--- src/rtl/alu_shift_pkg.sv ---
// Shared types and constants for the ALU shift path.
// Request bundle, stage-1 bundle and opcode encodings.
package alu_shift_pkg;

    localparam int DATA_W    = 32;
    localparam int SHAMT_W   = 5;
    localparam int REQ_TAG_W = 5;

    localparam logic SHIFT_OP_SLL = 1'b0;
    localparam logic SHIFT_OP_SRA = 1'b1;

    typedef struct packed {
        logic [DATA_W-1:0]    data;
        logic [SHAMT_W-1:0]   shamt;
        logic                 op;
        logic [REQ_TAG_W-1:0] tag;
    } shift_req_t;

    typedef struct packed {
        logic [DATA_W-1:0]    data;
        logic [2:0]           shamt;
        logic                 op;
        logic [REQ_TAG_W-1:0] tag;
    } s1_t;

endpackage

--- src/rtl/shift_stage_fixed.sv ---
// One fixed-distance shift layer of the barrel shifter.
// SRA replicates the incoming MSB; SLL fills with zeros.
module shift_stage_fixed
    import alu_shift_pkg::*;
#(
    parameter int DIST  = 1,
    parameter int WIDTH = 32
) (
    input  logic             en,
    input  logic             op,
    input  logic [WIDTH-1:0] din,
    output logic [WIDTH-1:0] dout
);

    logic [WIDTH-1:0] sll;
    logic [WIDTH-1:0] sra;

    assign sll = {din[WIDTH-DIST-1:0], {DIST{1'b0}}};
    assign sra = {{DIST{din[WIDTH-1]}}, din[WIDTH-1:DIST]};

    always_comb begin
        dout = din;
        unique case (1'b1)
            (en && op == SHIFT_OP_SRA): dout = sra;
            (en && op == SHIFT_OP_SLL): dout = sll;
            default: ;
        endcase
    end

endmodule

--- src/rtl/shift_pipe_2stage.sv ---
// Two-stage pipelined SLL/SRA barrel shifter with valid/ready.
// Stage 1 shifts by 16/8, stage 2 (the output register) by 4/2/1.
module shift_pipe_2stage
    import alu_shift_pkg::*;
#(
    parameter int WIDTH = DATA_W,
    parameter int TAG_W = REQ_TAG_W
) (
    input  logic             clock,
    input  logic             reset_n,
    input  logic             in_valid,
    output logic             in_ready,
    input  logic [WIDTH-1:0] in_data,
    input  logic [4:0]       in_shamt,
    input  logic             in_op,
    input  logic [TAG_W-1:0] in_tag,
    output logic             out_valid,
    input  logic             out_ready,
    output logic [WIDTH-1:0] out_data,
    output logic [TAG_W-1:0] out_tag
);

    shift_req_t req;
    s1_t        s1_d;
    s1_t        s1_q;
    logic       s1_valid;
    logic       s1_adv;
    logic       s2_adv;
    logic       accept;

    logic [WIDTH-1:0] a16;
    logic [WIDTH-1:0] a8;
    logic [WIDTH-1:0] b4;
    logic [WIDTH-1:0] b2;
    logic [WIDTH-1:0] b1;

    assign s2_adv   = !out_valid | out_ready;
    assign s1_adv   = !s1_valid | s2_adv;
    assign in_ready = s1_adv;
    assign accept   = in_valid & in_ready;

    assign req = '{
        data:  in_data,
        shamt: in_shamt,
        op:    in_op,
        tag:   in_tag
    };

    shift_stage_fixed #(.DIST(16), .WIDTH(WIDTH)) u_sh16 (
        .en   (req.shamt[4]),
        .op   (req.op),
        .din  (req.data),
        .dout (a16)
    );

    shift_stage_fixed #(.DIST(8), .WIDTH(WIDTH)) u_sh8 (
        .en   (req.shamt[3]),
        .op   (req.op),
        .din  (a16),
        .dout (a8)
    );

    assign s1_d = '{
        data:  a8,
        shamt: req.shamt[2:0],
        op:    req.op,
        tag:   req.tag
    };

    // SRA sign survives stage 1 in bit 31, so stage 2 can reuse it
    shift_stage_fixed #(.DIST(4), .WIDTH(WIDTH)) u_sh4 (
        .en   (s1_q.shamt[2]),
        .op   (s1_q.op),
        .din  (s1_q.data),
        .dout (b4)
    );

    shift_stage_fixed #(.DIST(2), .WIDTH(WIDTH)) u_sh2 (
        .en   (s1_q.shamt[1]),
        .op   (s1_q.op),
        .din  (b4),
        .dout (b2)
    );

    shift_stage_fixed #(.DIST(1), .WIDTH(WIDTH)) u_sh1 (
        .en   (s1_q.shamt[0]),
        .op   (s1_q.op),
        .din  (b2),
        .dout (b1)
    );

    always_ff @(posedge clock or negedge reset_n) begin
        if (!reset_n) begin
            s1_valid <= 1'b0;
            s1_q     <= '0;
        end else if (accept) begin
            s1_valid <= 1'b1;
            s1_q     <= s1_d;
        end else if (s1_adv) begin
            s1_valid <= 1'b0;
        end
    end

    always_ff @(posedge clock or negedge reset_n) begin
        if (!reset_n) begin
            out_valid <= 1'b0;
            out_data  <= '0;
            out_tag   <= '0;
        end else if (s2_adv) begin
            out_valid <= s1_valid;
            if (s1_valid) begin
                out_data <= b1;
                out_tag  <= s1_q.tag;
            end
        end
    end

endmodule

--- config.mk ---
export PLATFORM = sky130hd
export DESIGN_NAME = shift_pipe_2stage
export DESIGN_NICKNAME = d
export VERILOG_FILES = /design/src/rtl/alu_shift_pkg.sv /design/src/rtl/shift_stage_fixed.sv /design/src/rtl/shift_pipe_2stage.sv
export SDC_FILE = /design/constraint.sdc
export NUM_CORES = 1
export LEC_CHECK = 0
export BUFFER_PORTS_ARGS = -buffer_cell sky130_fd_sc_hd__buf_4
export CORE_MARGIN = 2
export CORE_UTILIZATION = 45
export DETAILED_ROUTE_END_ITERATION = 6
export PLACE_DENSITY = 0.64
export SYNTH_ARGS = -nofsm -noshare
export SYNTH_HDL_FRONTEND = slang
export SYNTH_SLANG_ARGS = --single-unit
--- constraint.sdc ---
create_clock -name clock -period 2 [get_ports clock]
set_input_delay 0.2 -clock clock [delete_from_list [all_inputs] [get_ports clock]]
set_output_delay 0.2 -clock clock [all_outputs]
set_load 0.03 [all_outputs]
==> flow_metrics.env <==
export IMPL_synth_most_common_cell="nand2_1"
export IMPL_peakVddDrop_mv=0.424
export IMPL_drv_cap=0
export IMPL_die_area_um2=15200
export IMPL_fp_dieW_um=123
export IMPL_arrival_ps=2270
export IMPL_ys_types=66
export IMPL_syn_area_per_cell_um2=7.97
export IMPL_synth_top_area_share_pct=31.3
export IMPL_whs_ps=33.0
export IMPL_fin_nets=945
export IMPL_pin_count=86
export IMPL_fin_crit_ps=1980
export IMPL_reg2regPathDepth=6
export IMPL_ys_warn_count=0
export IMPL_nFillCells=1340
export IMPL_grt_overflow_total=0
export IMPL_cp_top_family="simple AND/OR/NAND/NOR gates"
export IMPL_hold_start="in_tag[0]"
export IMPL_antenna_left=0
export IMPL_wl_mm=24.3
export IMPL_drv_slew=0
export IMPL_grt_max_degree=50
export IMPL_slowest_delay_ps=560
export IMPL_hp_class="in -> reg"
export IMPL_crit_buf_inv=1
export IMPL_end_kind="register"
export IMPL_grt_first_pass_wirelength_mm=38.1
export IMPL_outcome="complete, no violations"
export IMPL_clock_fmax_mhz=504
export IMPL_worst_r2r_endpoint="out_data[22]"
export IMPL_path_clk_slew_ps=70
export IMPL_power_density_nw_per_um2=1010
export IMPL_drive_gt1_share_pct=22.9
export IMPL_antenna_found_initial=0
export IMPL_finalCritPeriodShare_pct=99.2
export IMPL_r2r_start="s1_q[8]"
export IMPL_wl_per_cell_um=22.5
export IMPL_htreeDepth=3
export IMPL_vias=6951
export IMPL_drtPass1Iterations=7
export IMPL_dp_hpwl_mm=18.2
export IMPL_setup_ws_ps=16.0
export IMPL_coreArea_um2=13900
export IMPL_synth_main_ff_cell="dfrtp_1"
export IMPL_worst_slew_pin_transition_ps=613
export IMPL_ys_ff_latch=80
export IMPL_crit_path_max_fanout=10
export IMPL_slew_headroom_pct=59.0
export IMPL_io_buffers=85
export IMPL_totalPowerFinal_uw=7970
export IMPL_synth_edf_count=0
export IMPL_holdPathStages=3
export IMPL_drc=0
export IMPL_gp_congestion=0.975
export IMPL_synth_seq_area_share_pct=31.3
export IMPL_vias_per_cell=6.42
export IMPL_yosysTopAreaCell="dfrtp_1"
export IMPL_cp_slowest_cell="dfrtp_4"
export IMPL_rows=43
export IMPL_synth_cells=802
export IMPL_startpoint_type="register"
export IMPL_die_h_um=123
export IMPL_rsz0062_at_grt="yes"
export IMPL_netlist_area_um2=6390
export IMPL_path_cells="and2b_2 -> buf_4 -> a21oi_1 -> and3_1 -> a2bb2oi_2 -> a21oi_1"
export IMPL_clock_latency_ps=360
export IMPL_holdPathEnd="s1_q[0]"
export IMPL_cts_buffer_depth=2
export IMPL_r2r_setup_slack_ps=20
export IMPL_path_class="reg -> reg"
export IMPL_synth_commonest_cells="nand2_1 (114), dfrtp_1 (80), a21oi_1 (60), nor2_1 (58), o21ai_0 (50)"
export IMPL_area_delta_synth_final_pct=23.4
export IMPL_cp_depth=6
export IMPL_hold_viol_final=0
export IMPL_tns_ps=0
export IMPL_setup_viol=0
export IMPL_grt_pass1_vias=6776
export IMPL_required_ps=2280
export IMPL_cts_buffers=9
export IMPL_drt_iter0_markers=714
export IMPL_synth_nets=849
export IMPL_fin_skew_ps=15.8
export IMPL_cts_root_buffer="clkbuf_16"
export IMPL_cts_tree="yes"
export IMPL_p_leak_uw=0.00347
export IMPL_path_common_cell="a21oi_1"
export IMPL_gr_usage_all_layers_pct=33.0
export IMPL_async_flop_share_pct=100
export IMPL_ys_top_cells_by_area="dfrtp_1 (31%), nand2_1 (6.7%), mux2i_1 (6.3%), a21oi_1 (4.7%), o21ai_0 (3.9%)"
export IMPL_pre_cts_slack_ps=63.0
export IMPL_antenna_cells=0
export IMPL_initial_core_util_pct=46.1
export IMPL_clock_sinks=80
==> metal layers <==
metal / part of all wire [%] / global-route usage (%) / vias to the layer above
met3: 7.1 / 5.58 / 67
met2: 47 / 52.6 / 365
met1: 42 / 44.2 / 3347
li1: - / - / 3172
met5: 0 / 0 / -
met4: 3.8 / 14.3 / 0
==> logic make-up (layout without fill, tap and decap cells) <==
| family | count (synthesis) | count (layout) | synth area share, % |
|---|---|---|---|
| AOI/OAI and AO/OA | 285 | 285 | 31.2 |
| buffers and inverters | 84 | 185 | 6.79 |
| DFF | 80 | 80 | 31.3 |
| muxes | 52 | 52 | 8.79 |
| and+or+nand+nor | 301 | 301 | 21.9 |
==> cells in the final DEF, fill, tap and decap left out, drive strengths merged, types with 8 or more instances in the layout <==
| cell type | count |
|---|---|
| nand3 | 33 |
| o21ai | 55 |
| mux2 | 10 |
| inv | 10 |
| o21a | 11 |
| and2 | 8 |
| nand2 | 115 |
| buf | 161 |
| mux2i | 40 |
| a21o | 10 |
| o211a | 9 |
| o211ai | 19 |
| clkbuf | 9 |
| a211oi | 10 |
| a21oi | 60 |
| a31oi | 19 |
| a221oi | 14 |
| nand2b | 36 |
| nor3 | 17 |
| dfrtp | 80 |
| o32a | 10 |
| nor2b | 22 |
| nor2 | 59 |
| a22o | 9 |
==> final cells by class <==
class                           count  area (µm²)  area share (%)
Sequential cell                    80        2010            25.5
Clock inverter                      7         106            1.35
Tap cell                          180         225            2.86
Clock buffer                        9         225            2.86
Timing Repair Buffer              162        1320            16.7
Multi-Input combinational cell    638        3980            50.4
Inverter                            7        26.3           0.333
==> report_power, final <==
group	switching, µW	internal, µW	total, µW
sequential	454	1990	2440
clock	776	1120	1900
combinational	2140	1500	3640
total	3370	4610	7970
==> flip-flops by register name, summed over array words and instances (netlist names) <==
register   cells
s1_q          41
out_data      32
out_tag        5
out_valid      1
s1_valid       1
==> repair_timing <==
action / 4_1_cts / 5_1_grt
buffers inserted: 0 / 4
endpoints found under the setup margin: 0 / 12
resized for setup: 0 / 6
hold endpoints to repair: 28 / 0
hold buffers: 1 / 0
==> how the worst max path moves through the flow <==
stage	from	end
6_report	s1_q[8]	out_data[22]
5_1_grt	s1_q[8]	out_data[3]
4_1_cts	s1_q[8]	out_data[22]
3_5_place_dp	s1_q[8]	out_data[22]
3_3_place_gp	s1_q[8]	out_data[22]
2_1_floorplan	out_valid	s1_q[31]
==> through the flow <==
step / instances / utilization, % / cell area [µm²]
global placement: 1062 / 54.0 / 7490
floorplan: 802 / - / 6390
CTS: 1079 / 56.4 / 7830
global route: 1083 / 56.8 / 7890
detailed placement: 1062 / 54.0 / 7490
finish: 1083 / 56.8 / 7890
==> worst register-to-register path, stage by stage, from the launching register on <==
cell and delay, ps:
dfrtp_4 560, and2b_2 300, buf_4 180, a21oi_1 290, and3_1 340, a2bb2oi_2 120
a21oi_1 140
Note: power is estimated with default switching activity, not from simulation.
